==> src/rtl/fwd_ctrl_unit.sv <==
`default_nettype none
// ============================================================================
// Module   : fwd_ctrl_unit
// Purpose  : Operand forwarding and load-use hazard control for a 5-stage
//            in-order pipeline. Tracks the destination of every instruction
//            in EX, MEM, WB and (optionally) post-writeback, and steers the
//            EX-stage operand muxes to the youngest in-flight producer.
// Revision : 1.0 - initial release
//
// Ports
//   CLK          in   1  clock, rising edge
//   RESET        in   1  asynchronous reset, active low
//   ID_RS1/RS2   in   5  source registers of the instruction in ID
//   ID_RD        in   5  destination register of the instruction in ID
//   ID_WRITE_EN  in   1  ID instruction writes ID_RD
//   ID_MEM_READ  in   1  ID instruction is a load
//   HOLD         in   1  freeze all stage records (multi-cycle unit busy)
//   FLUSH        in   1  turn the instruction entering EX into a bubble
//   FWD_SEL_A/B  out  2  operand mux selects: 00 RF, 01 MEM, 10 WB, 11 PWB
//   STALL        out  1  load-use hazard, IF/ID must hold this cycle
//
// Configuration
//   FWD_POST_WB_EN  when defined, adds the post-writeback record and select
//                   11 for register files without write-through.
// ============================================================================
module fwd_ctrl_unit (
    input  logic       CLK,
    input  logic       RESET,
    input  logic [4:0] ID_RS1,
    input  logic [4:0] ID_RS2,
    input  logic [4:0] ID_RD,
    input  logic       ID_WRITE_EN,
    input  logic       ID_MEM_READ,
    input  logic       HOLD,
    input  logic       FLUSH,
    output logic [1:0] FWD_SEL_A,
    output logic [1:0] FWD_SEL_B,
    output logic       STALL
);

    localparam logic [1:0] C_SEL_RF  = 2'b00;
    localparam logic [1:0] C_SEL_MEM = 2'b01;
    localparam logic [1:0] C_SEL_WB  = 2'b10;
`ifdef FWD_POST_WB_EN
    localparam logic [1:0] C_SEL_PWB = 2'b11;
`endif

    // Stage records
    logic [4:0] r_ex_rs1, r_ex_rs2, r_ex_rd;
    logic       r_ex_we,  r_ex_mr;
    logic [4:0] r_mem_rd;
    logic       r_mem_we, r_mem_mr;
    logic [4:0] r_wb_rd;
    logic       r_wb_we,  r_wb_mr;
`ifdef FWD_POST_WB_EN
    logic [4:0] r_pwb_rd;
    logic       r_pwb_we, r_pwb_mr;
`endif

    logic       w_stall;
    logic       w_bubble;

    // Load in EX whose result is needed by the instruction now in ID.
    // Suppressed while frozen so a held pipeline never requests a bubble.
    assign w_stall = ~HOLD & r_ex_mr & r_ex_we & (r_ex_rd != 5'd0) &
                     ((r_ex_rd == ID_RS1) | (r_ex_rd == ID_RS2));

    assign w_bubble = w_stall | FLUSH;
    assign STALL    = w_stall;

    always_ff @(posedge CLK or negedge RESET) begin
        if (!RESET) begin
            r_ex_rs1 <= 5'd0;
            r_ex_rs2 <= 5'd0;
            r_ex_rd  <= 5'd0;
            r_ex_we  <= 1'b0;
            r_ex_mr  <= 1'b0;
            r_mem_rd <= 5'd0;
            r_mem_we <= 1'b0;
            r_mem_mr <= 1'b0;
            r_wb_rd  <= 5'd0;
            r_wb_we  <= 1'b0;
            r_wb_mr  <= 1'b0;
`ifdef FWD_POST_WB_EN
            r_pwb_rd <= 5'd0;
            r_pwb_we <= 1'b0;
            r_pwb_mr <= 1'b0;
`endif
        end else if (!HOLD) begin
            if (w_bubble) begin
                r_ex_rs1 <= 5'd0;
                r_ex_rs2 <= 5'd0;
                r_ex_rd  <= 5'd0;
                r_ex_we  <= 1'b0;
                r_ex_mr  <= 1'b0;
            end else begin
                r_ex_rs1 <= ID_RS1;
                r_ex_rs2 <= ID_RS2;
                r_ex_rd  <= ID_RD;
                r_ex_we  <= ID_WRITE_EN;
                r_ex_mr  <= ID_MEM_READ;
            end
            r_mem_rd <= r_ex_rd;
            r_mem_we <= r_ex_we;
            r_mem_mr <= r_ex_mr;
            r_wb_rd  <= r_mem_rd;
            r_wb_we  <= r_mem_we;
            r_wb_mr  <= r_mem_mr;
`ifdef FWD_POST_WB_EN
            r_pwb_rd <= r_wb_rd;
            r_pwb_we <= r_wb_we;
            r_pwb_mr <= r_wb_mr;
`endif
        end
    end

    // A load sitting in MEM has no data yet; the load-use bubble keeps a
    // consumer from ever meeting it there, and the extra term makes sure a
    // MEM load can never be picked even if that invariant were broken.
    function automatic logic [1:0] f_sel(
        input logic [4:0] rs,
        input logic [4:0] mem_rd, input logic mem_we, input logic mem_mr,
        input logic [4:0] wb_rd,  input logic wb_we,
        input logic [4:0] pwb_rd, input logic pwb_we
    );
        logic [1:0] sel;
        sel = C_SEL_RF;
        if (rs == 5'd0) begin
            sel = C_SEL_RF;
        end else if (mem_we && !mem_mr && (mem_rd == rs)) begin
            sel = C_SEL_MEM;
        end else if (wb_we && (wb_rd == rs)) begin
            sel = C_SEL_WB;
`ifdef FWD_POST_WB_EN
        end else if (pwb_we && (pwb_rd == rs)) begin
            sel = C_SEL_PWB;
`endif
        end
`ifndef FWD_POST_WB_EN
        // PWB arguments are tied off in this build.
        if (pwb_we && (pwb_rd == 5'h1f)) sel = sel;
`endif
        return sel;
    endfunction

    logic [4:0] w_pwb_rd;
    logic       w_pwb_we;
    logic       w_unused;
`ifdef FWD_POST_WB_EN
    assign w_pwb_rd = r_pwb_rd;
    assign w_pwb_we = r_pwb_we;
    assign w_unused = r_wb_mr ^ r_pwb_mr;
`else
    assign w_pwb_rd = 5'd0;
    assign w_pwb_we = 1'b0;
    assign w_unused = r_wb_mr;
`endif

    always_comb begin
        FWD_SEL_A = f_sel(r_ex_rs1, r_mem_rd, r_mem_we, r_mem_mr,
                          r_wb_rd, r_wb_we, w_pwb_rd, w_pwb_we);
        FWD_SEL_B = f_sel(r_ex_rs2, r_mem_rd, r_mem_we, r_mem_mr,
                          r_wb_rd, r_wb_we, w_pwb_rd, w_pwb_we);
    end

endmodule
`default_nettype wire

==> config.mk <==
export PLATFORM = sky130hd
export DESIGN_NAME = fwd_ctrl_unit
export DESIGN_NICKNAME = d
export VERILOG_FILES = /design/src/rtl/fwd_ctrl_unit.sv
export SDC_FILE = /design/constraint.sdc
export NUM_CORES = 1
export LEC_CHECK = 0
export CAP_MARGIN = 20
export CELL_PAD_IN_SITES_DETAIL_PLACEMENT = 0
export CELL_PAD_IN_SITES_GLOBAL_PLACEMENT = 1
export CORE_ASPECT_RATIO = 1.5
export CORE_MARGIN = 1.5
export CORE_UTILIZATION = 40
export DETAILED_ROUTE_END_ITERATION = 7
export GPL_ROUTABILITY_DRIVEN = 0
export PLACE_DENSITY = 0.78
export SLEW_MARGIN = 20
export SYNTH_ARGS = -nofsm -noshare
export SYNTH_HDL_FRONTEND = slang
export SYNTH_SLANG_ARGS = --single-unit
==> constraint.sdc <==
create_clock -name CLK -period 2.38 [get_ports CLK]
set_input_delay 0.238 -clock CLK [delete_from_list [all_inputs] [get_ports CLK]]
set_output_delay 0.238 -clock CLK [all_outputs]
set_load 0.02 [all_outputs]
==> reports/qor.csv <==
stage,metric,value,unit
placed_design,post-dp-hpwl,3120,µm
sta,fin_worst_skew,3.07,ps
synth,synth-async-reset-ratio,1.00,
die,die-area,0.00484,mm²
sta,fin_hold_ws,344,ps
routing,drtIter0Drc,29,
run,cap_violations,0,
sta,fmax,447,MHz
routing,vias_per_cell,5.67,
setup_path,worstSetupStartpointType,flop,
placed_design,place_ws,172,ps
synth,synth_ff_type,dfrtp_1,
sta,tightest_slew,872,ps
clocking,clock_sinks,30,
sta,min_period,2240,ps
cells_and_area,nFillCells,410,
routing,wl,4130,µm
synth,ys_ff_latch,30,
synth,yosysTopAreaCellShare,0.424,
sta,final-hold-violation-count,0,
synth,synth_cell_type_count,32,
die,rows,29,
synth,yosys-top-cells-area,"dfrtp_1, xnor2_1, mux2_2, a22oi_1, and3_1",
run_status,status,"complete, no violations",
sta,maxSlewViolCount,0,
setup_path,crit_path_end_kind,output port,
synth,ys_warn_count,0,
sta,rsz0062_at_grt,false,
die,coreArea,0.00425,mm²
sta,tns,0,ps
routing,ant_nets,0,
clocking,clk_path_buf_depth,2,
sta,slew_headroom,0.417,
cells_and_area,antenna_cells,0,
routing,wl_per_cell,16.4,µm
global_routing,grtUsageTotal,0.190,
synth,yosys.area.top_type,dfrtp_1,
clocking,cts.htree.levels,2,
power,power.leakage,0.900,nW
clocking,cts_root_buffer,clkbuf_8,
power,cellPowerDensity,678,mW/mm²
power,ir_drop,481,µV
hold_path,min_path_type,input pin to asynchronous set/reset pin,
global_routing,antenna_found_initial,0,
die,die_h,84.5,µm
global_routing,grt_pass1_wl,7120,µm
routing,drc_errors,0,
setup_path,path_class,flop to output port,
global_routing,grt_pass1_vias,1506,
clocking,clk_latency,280,ps
die,ioPinCount,26,
global_routing,grt.overflow.total,0,
sta,fin_ws,143,ps
setup_path,crit_arrival,2000,ps
cells_and_area,utilization,0.511,
sta,finalSetupViolations,0,
placed_design,portBuffers,25,
routing,vias,1429,
clocking,cts_made_buffers,5,
synth,yosysSeqAreaShare,0.424,
synth,synth_fp_nets,196,
clocking,cts_tree,done,
die,die_width,57.3,µm
synth,synth_area,0.00177,mm²
cells_and_area,drive_above_1_share,0.165,
clocking,path_clk_slew,60,ps
routing,drt_pre_antenna_iters,4,
clocking,cts_setup_buffers,0,
global_routing,grt_max_degree,32,
synth,synth_cells,175,
setup_path,worstPathRequired,2140,ps
synth,syn-mean-instance-area,10.1,µm²
sta,period_share,0.940,
die,start_util,0.417,
power,total_power,1.47,mW
cells_and_area,area_growth,22.6,%
setup_path,critPathMaxFanout,2,
synth,synth_edf_count,0,
cells_and_area,final_nets,227,
## path summary, 6_finish.rpt
path | endpoint | startpoint | cells after the start | slack, ps
worst max-delay path | STALL | r_ex_rd[1] | 4 | 140
worst min-delay path | r_ex_rd[1] | RESET | 2 | 340
worst max register to register | r_ex_we | r_ex_rd[1] | 5 | 610
worst min register to register | r_mem_mr | r_mem_mr | 1 | 510
max in group asynchronous | r_mem_rd[0] | RESET | 2 | 1750
min in group CLK | r_mem_mr | r_mem_mr | 1 | 510
## sequential cells by signal, summed over array words and instances, names as in the netlist
signal and flops:
r_ex_mr 1, r_ex_rd 5, r_ex_rs1 5, r_ex_rs2 5, r_ex_we 1, r_mem_mr 1, r_mem_rd 5, r_mem_we 1
r_wb_rd 5, r_wb_we 1
## layout by cell type (no fill, tap or decap)
cell,instances
a21bo_2,1
a22oi_1,9
a22oi_2,1
a32oi_1,7
and2b_2,1
and3_1,10
buf_4,9
clkbuf_8,5
clkdlybuf4s50_1,22
clkinv_2,2
dfrtp_1,30
dlygate4sd2_1,2
dlymetal6s2s_1,1
inv_1,2
mux2_2,13
nand2_1,13
nand3_1,12
nand4_1,3
nor2_1,5
nor2b_1,1
nor3_1,3
nor4_1,1
o2111ai_4,1
o211ai_1,1
o21a_1,1
o21ai_0,11
o21ai_1,6
o22ai_1,1
or4_1,2
or4_4,1
xnor2_1,24
xor2_1,5
## cell type report
cell class | count | area [µm²] | area share
Multi-Input combinational cell | 133 | 956 | 0.441
Clock inverter | 2 | 10.0 | 0.00462
Sequential cell | 30 | 751 | 0.346
Timing Repair Buffer | 34 | 318 | 0.147
Inverter | 2 | 7.51 | 0.00346
Clock buffer | 5 | 68.8 | 0.0317
Tap cell | 46 | 57.6 | 0.0265
## cells by family (layout without fill, tap and decap cells)
logic type,Yosys count,count (layout),synth area share
flops,30,30,0.424
buf+inv,12,43,0.0354
compound gates,39,39,0.161
simple gates,52,52,0.153
xor+xnor,29,29,0.144
mux,13,13,0.0827
## what timing repair did
item	4_1_cts	5_1_grt
endpoints found under the setup margin	2	1
hold buffers	0	0
gates resized for setup	2	1
## critical path, stage by stage, from the launching register on
cell and delay (ps):
dfrtp_1 410, or4_4 560, o2111ai_4 210, and2b_2 230, dlygate4sd2_1 320
## routing by layer
layer  track usage  share of wire  wire length, µm
met1         0.229           0.42             1720
met2         0.331           0.54             2230
met3        0.0339          0.026              107
met4        0.0698          0.018               74
met5             0              0                0
## stage by stage
stage               std cells  cell area, µm²
floorplan                 175            1770
global placement          245            2090
detailed placement        245            2090
CTS                       252            2170
global route              252            2170
finish                    252            2170
## cell usage after synthesis (all sizes together), types with 2 or more instances
| library cell | count |
|---|---|
| or4 | 3 |
| nand4 | 3 |
| nor2 | 5 |
| buf | 4 |
| mux2 | 13 |
| nand2 | 13 |
| and3 | 10 |
| clkbuf | 6 |
| o21ai | 17 |
| dfrtp | 30 |
| xor2 | 5 |
| xnor2 | 24 |
| nor3 | 3 |
| a32oi | 7 |
| inv | 2 |
| a22oi | 10 |
| nand3 | 12 |
## power breakdown
| part | internal (mW) | switching [mW] | leakage [nW] |
|---|---|---|---|
| registers | 0.592 | 0.106 | 0.371 |
| clock network | 0.196 | 0.180 | 0.0438 |
| logic | 0.222 | 0.175 | 0.485 |
Power figures use the tool's default switching activity.
